### src/rtl/display_arbiter.sv
// Round-robin owner of the shared 4-digit display, with a minimum time slice per owner.
// Optional DISPLAY_ARB_BLANK_IDLE_EN: when defined, bcd_out is cleared on release and reads 0 while idle.
//
// state | meaning
// IDLE  | no grant; the next request wins, searching from the pointer plus one
// HOLD  | one requester owns the display; bcd_out tracks its live data word
module display_arbiter #(
  parameter int NUM_REQ     = 4,
  parameter int HOLD_CYCLES = 100000000,
  parameter int DATA_W      = 16
) (
  input  logic                          clk,
  input  logic                          rst_n,
  input  logic [NUM_REQ-1:0]            req,
  input  logic [NUM_REQ*DATA_W-1:0]     req_data,
  output logic [NUM_REQ-1:0]            grant,
  output logic [$clog2(NUM_REQ)-1:0]    owner,
  output logic                          busy,
  output logic [DATA_W-1:0]             bcd_out
);

  localparam int OW = $clog2(NUM_REQ);
  localparam int CW = $clog2(HOLD_CYCLES);
  localparam logic [CW-1:0] CNT_MAX = CW'(HOLD_CYCLES - 1);

  typedef enum logic {IDLE, HOLD} state_t;

  state_t               state_q, state_d;
  logic [NUM_REQ-1:0]   grant_q, grant_d;
  logic [OW-1:0]        owner_q, owner_d;
  logic [OW-1:0]        ptr_q, ptr_d;
  logic [CW-1:0]        cnt_q, cnt_d;
  logic                 busy_q, busy_d;
  logic [DATA_W-1:0]    bcd_q, bcd_d;

  logic [DATA_W-1:0]    words [NUM_REQ];
  logic [OW-1:0]        win;
  logic [NUM_REQ-1:0]   others;

  // First set bit strictly after p, wrapping; p itself is reached last.
  function automatic logic [OW-1:0] rr_pick(input logic [NUM_REQ-1:0] r,
                                            input logic [OW-1:0] p);
    logic [OW-1:0] w;
    int idx;
    w = p;
    for (int i = NUM_REQ; i >= 1; i--) begin
      idx = (int'(p) + i) % NUM_REQ;
      if (r[OW'(idx)]) w = OW'(idx);
    end
    return w;
  endfunction

  always_comb begin
    for (int i = 0; i < NUM_REQ; i++) words[i] = req_data[i*DATA_W +: DATA_W];
  end

  assign win    = rr_pick(req, ptr_q);
  assign others = req & ~grant_q;

  always_comb begin
    state_d = state_q;
    grant_d = grant_q;
    owner_d = owner_q;
    ptr_d   = ptr_q;
    cnt_d   = cnt_q;
    busy_d  = busy_q;
    bcd_d   = bcd_q;
    case (state_q)
      IDLE: begin
        if (|req) begin
          state_d      = HOLD;
          grant_d      = '0;
          grant_d[win] = 1'b1;
          owner_d      = win;
          ptr_d        = win;
          busy_d       = 1'b1;
          cnt_d        = '0;
          bcd_d        = words[win];
        end
      end
      HOLD: begin
        // Release takes priority over an expired slice.
        if (!req[owner_q]) begin
          state_d = IDLE;
          grant_d = '0;
          busy_d  = 1'b0;
          cnt_d   = '0;
`ifdef DISPLAY_ARB_BLANK_IDLE_EN
          bcd_d   = '0;
`else
          bcd_d   = bcd_q;
`endif
        end else if (cnt_q == CNT_MAX && |others) begin
          grant_d      = '0;
          grant_d[win] = 1'b1;
          owner_d      = win;
          ptr_d        = win;
          cnt_d        = '0;
          bcd_d        = words[win];
        end else begin
          bcd_d = words[owner_q];
          if (cnt_q != CNT_MAX) cnt_d = cnt_q + 1'b1;
        end
      end
      default: state_d = IDLE;
    endcase
  end

  always_ff @(posedge clk or negedge rst_n) begin
    if (!rst_n) begin
      state_q <= IDLE;
      grant_q <= '0;
      owner_q <= '0;
      ptr_q   <= OW'(NUM_REQ - 1);
      cnt_q   <= '0;
      busy_q  <= 1'b0;
      bcd_q   <= '0;
    end else begin
      state_q <= state_d;
      grant_q <= grant_d;
      owner_q <= owner_d;
      ptr_q   <= ptr_d;
      cnt_q   <= cnt_d;
      busy_q  <= busy_d;
      bcd_q   <= bcd_d;
    end
  end

  assign grant   = grant_q;
  assign owner   = owner_q;
  assign busy    = busy_q;
  assign bcd_out = bcd_q;

endmodule

### config.mk
export PLATFORM = sky130hd
export DESIGN_NAME = display_arbiter
export DESIGN_NICKNAME = d
export VERILOG_FILES = /design/src/rtl/display_arbiter.sv
export SDC_FILE = /design/constraint.sdc
export NUM_CORES = 1
export LEC_CHECK = 0
export ABC_AREA = 1
export BUFFER_PORTS_ARGS = -buffer_cell sky130_fd_sc_hd__buf_2
export CORE_UTILIZATION = 40
export DETAILED_ROUTE_END_ITERATION = 7
export PLACE_DENSITY = 0.69
export SLEW_MARGIN = 20
export SYNTH_ARGS = -nofsm -noshare
export SYNTH_HDL_FRONTEND = slang
export SYNTH_SLANG_ARGS = --single-unit
export TNS_END_PERCENT = 1
### constraint.sdc
create_clock -name clk -period 5.6 [get_ports clk]
set_clock_uncertainty 0.15 [all_clocks]
set_input_delay 0.28 -clock clk [delete_from_list [all_inputs] [get_ports clk]]
set_output_delay 0.28 -clock clk [all_outputs]
set_load 0.01 [all_outputs]
After elaboration in Yosys (flattened, before gate mapping)
Index checks and enable logic that the tools add are counted.
{"block": "word_totals", "output_inout_bits": 23, "elab_cells": 92, "register_bits": 53, "memories": 0, "rom_bits": 0, "in_bits": 70, "mem_bits_rw": 0, "latchBits": 0}
{"block": "op_classes", "n_addsub": 5, "magnitude_cmp": 9, "muxes": 49, "n_div": 0, "n_reduce_logical": 9, "bitwise_logic": 5, "n_mul": 0, "shift": 0, "eq_ne": 8}
{"cell": "2-to-1 mux 16 bit", "count": 7}
{"cell": "2-to-1 mux 27 bit", "count": 4}
{"cell": "binary-select mux 16 bit (select 2 bit)", "count": 2}
{"cell": "one-hot mux 27 bit (2 select lines)", "count": 1}
{"cell": "one-hot mux 16 bit (2 select lines)", "count": 1}
{"cell": "adder 27 x 1 -> 27 bit (second input constant)", "count": 1}
{"cell": "== test 27 bit (second input constant)", "count": 1}
{"cell": "!= test 27 bit (second input constant)", "count": 1}
{"cell": "less-than comparator 2 x 4 -> 1 bit (second input constant)", "count": 4}
{"cell": "2-to-1 mux 1 bit", "count": 14}
{"cell": "2-to-1 mux 2 bit", "count": 7}
{"cell": "2-to-1 mux 4 bit", "count": 3}
{"cell": "binary-select mux 1 bit (select 2 bit)", "count": 5}
{"cell": "one-hot mux 4 bit (2 select lines)", "count": 1}
{"cell": "AND reduction 2 bit", "count": 4}
{"cell": "OR reduction 4 bit", "count": 2}
{"cell": ">= comparator 3 bit (second input constant)", "count": 2}
{"cell": "less-than comparator 2 x 3 -> 1 bit (second input constant)", "count": 2}
{"cell": "inverter 2 -> 3 bit", "count": 2}
{"cell": "adder 2 x 1 -> 2 bit (second input constant)", "count": 2}
{"cell": "adder 2 bit (second input constant)", "count": 2}
{"cell": "AND 4 bit", "count": 1}
{"cell": "!= test 2 x 1 -> 1 bit (second input constant)", "count": 2}
{"cell": "!= test 2 bit (second input constant)", "count": 2}
{"cell": "other kinds (10)", "count": 12}

Depth between registers and ports, before layout
{"block": "depth", "depth_word": 15, "depth_mapped": 18, "depth_no_buf": 16}

Least setup slack after synthesis
OpenSTA, ideal clock, no wires.
{"block": "synth_path", "path_kind": "register to register", "start": "reg ptr_q[0]", "end": "reg bcd_q[6] (netlist: bcd_out[6])", "n_path_buf": 2, "slack_ns": 3.614, "period_less_slack_ns": 1.986, "setup_ns": 0.121, "stages_incl_launch_ff": 16, "arrival_time_ns": 1.715, "cell_sequence": "dfstp_2 > buf_6 > inv_8 > nand2_2 > nand3_2 > nand2_2 > inv_1 > nand2_2 > nand2_2 > nand2_4 > nand2_4 > buf_6 > nand2_1 > o21ai_1 > o21bai_1 > nand2_1"}
{"block": "synth_between", "elab_chain_cells": 15}
{"item": "start: declaration", "line_no": "31", "source": "logic [OW-1:0] ptr_q, ptr_d;"}
{"item": "start signal: assignment", "line_no": "114", "source": "ptr_q <= OW'(NUM_REQ - 1);"}
{"item": "start signal: assignment", "line_no": "122", "source": "ptr_q <= ptr_d;"}
{"item": "adder 2 x 1 -> 2 bit", "line_no": "47", "source": "idx = (int'(p) + i) % NUM_REQ;"}
{"item": "binary-select mux 1 bit (select 2 bit)", "line_no": "48", "source": "if (r[OW'(idx)]) w = OW'(idx);"}
{"item": "2-to-1 mux 1 bit (implied by the code) (2 in series)", "line_no": "48"}
{"item": "2-to-1 mux 2 bit (3 in series)", "line_no": "48"}
{"item": "2-to-1 mux 2 bit (*)", "line_no": "48"}
{"item": "inverter 2 -> 3 bit (implied by the code) (*)", "line_no": "78, 99"}
{"item": "binary-select mux 16 bit (select 2 bit) (*)", "line_no": "78, 99"}
{"item": "2-to-1 mux 16 bit (implied by the code) (*) (2 in series)", "line_no": "78, 99"}
{"item": "2-to-1 mux 16 bit", "line_no": "93", "source": "end else if (cnt_q == CNT_MAX && |others) begin"}
{"item": "2-to-1 mux 16 bit", "line_no": "83", "source": "if (!req[owner_q]) begin"}
{"item": "one-hot mux 16 bit (2 select lines) (*)", "line_no": "68", "source": "case (state_q)"}
{"item": "end signal: assignment", "line_no": "117", "source": "bcd_q <= '0;"}
{"item": "end signal: assignment", "line_no": "125", "source": "bcd_q <= bcd_d;"}
{"item": "end: declaration", "line_no": "34", "source": "logic [DATA_W-1:0] bcd_q, bcd_d;"}
Every way passes the cells marked *; elsewhere a longest branch is shown, timed or not. The select of a mux whose other input is x is not followed.
A chain may end at the register's enable or synchronous reset.

Worst setup path in the final report
{"block": "layout_path", "start": "reg owner_q[1] (netlist: owner[1])", "end": "reg bcd_q[3] (netlist: bcd_out[3])"}
{"block": "layout_between", "elab_chain_cells": 7}
{"item": "start: declaration", "line_no": "30", "source": "logic [OW-1:0] owner_q, owner_d;"}
{"item": "start signal: assignment", "line_no": "121", "source": "owner_q <= owner_d;"}
{"item": "inverter 2 -> 3 bit (implied by the code)", "line_no": "101", "source": "bcd_d = words[owner_q];"}
{"item": "binary-select mux 16 bit (select 2 bit)", "line_no": "101"}
{"item": "2-to-1 mux 16 bit (implied by the code) (2 in series)", "line_no": "101"}
{"item": "2-to-1 mux 16 bit", "line_no": "93"}
{"item": "2-to-1 mux 16 bit", "line_no": "83"}
{"item": "one-hot mux 16 bit (2 select lines)", "line_no": "68"}
Parallel ways exist; a longest one is shown, timed or not. The select of a mux whose other input is x is not followed.

==> metrics.cfg <==
[outcome]
run_status = finished, final reports clean

[yosys]
synthTopCellsByCount = nand2_1 (208), nand3_1 (75), dfrtp_1 (51)
synth_top_area_cell = dfrtp_1
netlist_area_um2 = 4430
synthFlopType = dfrtp_1
ys_warn_count = 0
synth.most_common_cell = nand2_1
netlist_instances = 669
ys_seq_area_share_pct = 30.0
ys_ff_latch = 53
syn_nets = 740
synth_top_cell_area_share_pct = 28.8
postSynthAreaPerCell_um2 = 6.62
synth_cell_types = 38
synth_area_leaders = dfrtp_1 (29%), nand2_1 (18%), nand3_1 (8.5%)
synthArstFlopShare_pct = 100
synth_edf_count = 0

[timing]
period_minus_slack_ns = 3.09
tns_ns = 0
tightest_slew_ns = 1.06
maxSlewHeadroom_pct = 29.0
fin_crit_sh_pct = 55.2
rsz0062_at_grt = no
setup_viol = 0
hold_ws_ns = 0.123
max_clock_freq_mhz = 324
final_hold_viol_count = 0
slew_violations = 0
postLayoutSetupSlackWorst_ns = 2.51

[route]
drt_wl_total_um = 13600
ant_nets = 0
drc = 0
firstDrtPassIters = 5
drtIter0Drc = 506
vias_per_cell = 5.62
via_count = 4930
wl_per_cell_um = 15.5

[grt]
grt_max_degree = 54
grtUsageTotal_pct = 24.2
grt_pass1_wl_um = 22100
grt_antenna_before_repair = 0
grt_pass1_vias = 4652
grt.overflow.total = 0

[worst_setup_path]
worstSetupPathType = flip-flop to flip-flop
crit_buf_inv = 2
cp_slowest_stage_delay_ns = 1.05
critPathLaunchType = flip-flop
crit_path_end_kind = flip-flop
crit_chain = inv_2, a21oi_1, o21ai_1, and2_4, nand2_4, nand2_2, inv_1, o21ai_0, o21ai_1, nand2_1
reg2reg_depth = 10
critPathArrivalTime_ns = 3.14
cp_slowest_cell = dfrtp_1
cp_top_family = flip-flops
path_depth = 10
crit_top_cell = o21ai_1
cp_max_fo = 33
cp.required_ns = 5.66

[clock_tree]
cts_buffer_depth = 2
cts_root_buf = clkbuf_8
clk_pin_slew_ns = 0.10
clock_latency_ns = 0.32
h-tree-depth = 2
cts.sinks = 53
cts_buffers = 5
cts_tree = yes

[final_layout]
fillers = 1106
syn2layout_area_growth_pct = 12.0
final_area_um2 = 4960
layoutNonFillerInstCount = 878
drive_above_1_share_pct = 19.1
finalNetCount = 808
final_util_pct = 45.9
diodes = 0

[placement]
place_ws_ns = 2.58
place_area_um2 = 4860
port_buffers = 92
gp_congestion = 0.925
dp.cells = 869
hpwlAfterDp_um = 9810

[floorplan]
die_h_um = 107
die_width_um = 107
rows = 38
pin_count = 93
die-area_um2 = 11500
core_area_um2 = 10800
start_util_pct = 41.0

[power_and_ir_drop]
p_per_area_nw_per_um2 = 523
finalPower_mw = 2.59
ir_worst_vdd_mv = 0.507
power.leakage_nw = 2.32

[run]
max_cap_violations = 0

[hold_path]
whs_path_depth = 5
hp-class = input port to flip-flop

-- worst min-delay path, cell delays in order --
cell     delay (ns)
buf_2          0.09
nand2_1        0.04
nand2_1        0.05
o21ai_1        0.06
nand2_1        0.05
-- kinds of logic after synthesis --
| family | share of synthesized area (%) |
|---|---|
| simple gates | 43.1 |
| compound gates | 13.7 |
| buf+inv | 9.78 |
| flops | 30.0 |
| xor+xnor | 3.17 |
| fa+ha+maj | 0.283 |
-- layout make-up --
type	instances	area (um2)	area share (%)
inverters	53	206	4.17
multi-input cells	528	2670	53.8
clock inverters	2	15.0	0.303
well taps	140	175	3.53
flip-flops and latches	53	1330	26.8
clock buffers	6	72.6	1.46
repair buffers	96	493	9.95
-- worst paths after layout --
path / startpoint / endpoint / slack [ns]
max in group asynchronous: rst_n / cnt_q[5] / 4.36
min in group asynchronous: rst_n / cnt_q[7] / 0.47
worst min register to register: bcd_out[11] / bcd_out[11] / 0.34
worst max register to register: owner[1] / bcd_out[3] / 2.51
worst max-delay path: owner[1] / bcd_out[3] / 2.51
worst min-delay path: req_data[30] / bcd_out[14] / 0.12
-- sequential cells by signal (all words and copies together) (netlist names) --
signal   count
bcd_out     16
owner        2
state_q      1
cnt_q       27
ptr_q        2
grant        4
busy         1
-- cell usage in the layout, fill, tap and decap left out, drive strengths merged, types with 15 or more instances in the layout --
master / instances
o21ai: 62
nor3: 30
inv: 53
buf: 95
dfrtp: 51
nor2: 40
a21oi: 18
xor2: 15
nand4: 33
nand3: 77
nand2: 224
-- power by group --
| group | switching, mW | internal [mW] |
|---|---|---|
| clock | 0.135 | 0.0885 |
| combinational | 1.17 | 0.551 |
| sequential | 0.159 | 0.495 |
-- per-layer routing --
layer  wire length, um  track usage, %  up-vias
met5                 0               0        -
met4               352            9.88        0
met3               816            3.22       28
met2              6590            40.2      190
met1              5840            31.7     2311
li1                  -               -     2401
-- timing repair --
| action | in CTS | in global routing |
|---|---|---|
| hold endpoints to repair | 51 | 0 |
| hold buffers | 1 | 0 |
| setup buffers | 0 | 0 |
| gates resized for setup | 0 | 0 |
No activity file was read; power rests on OpenSTA's default activity.
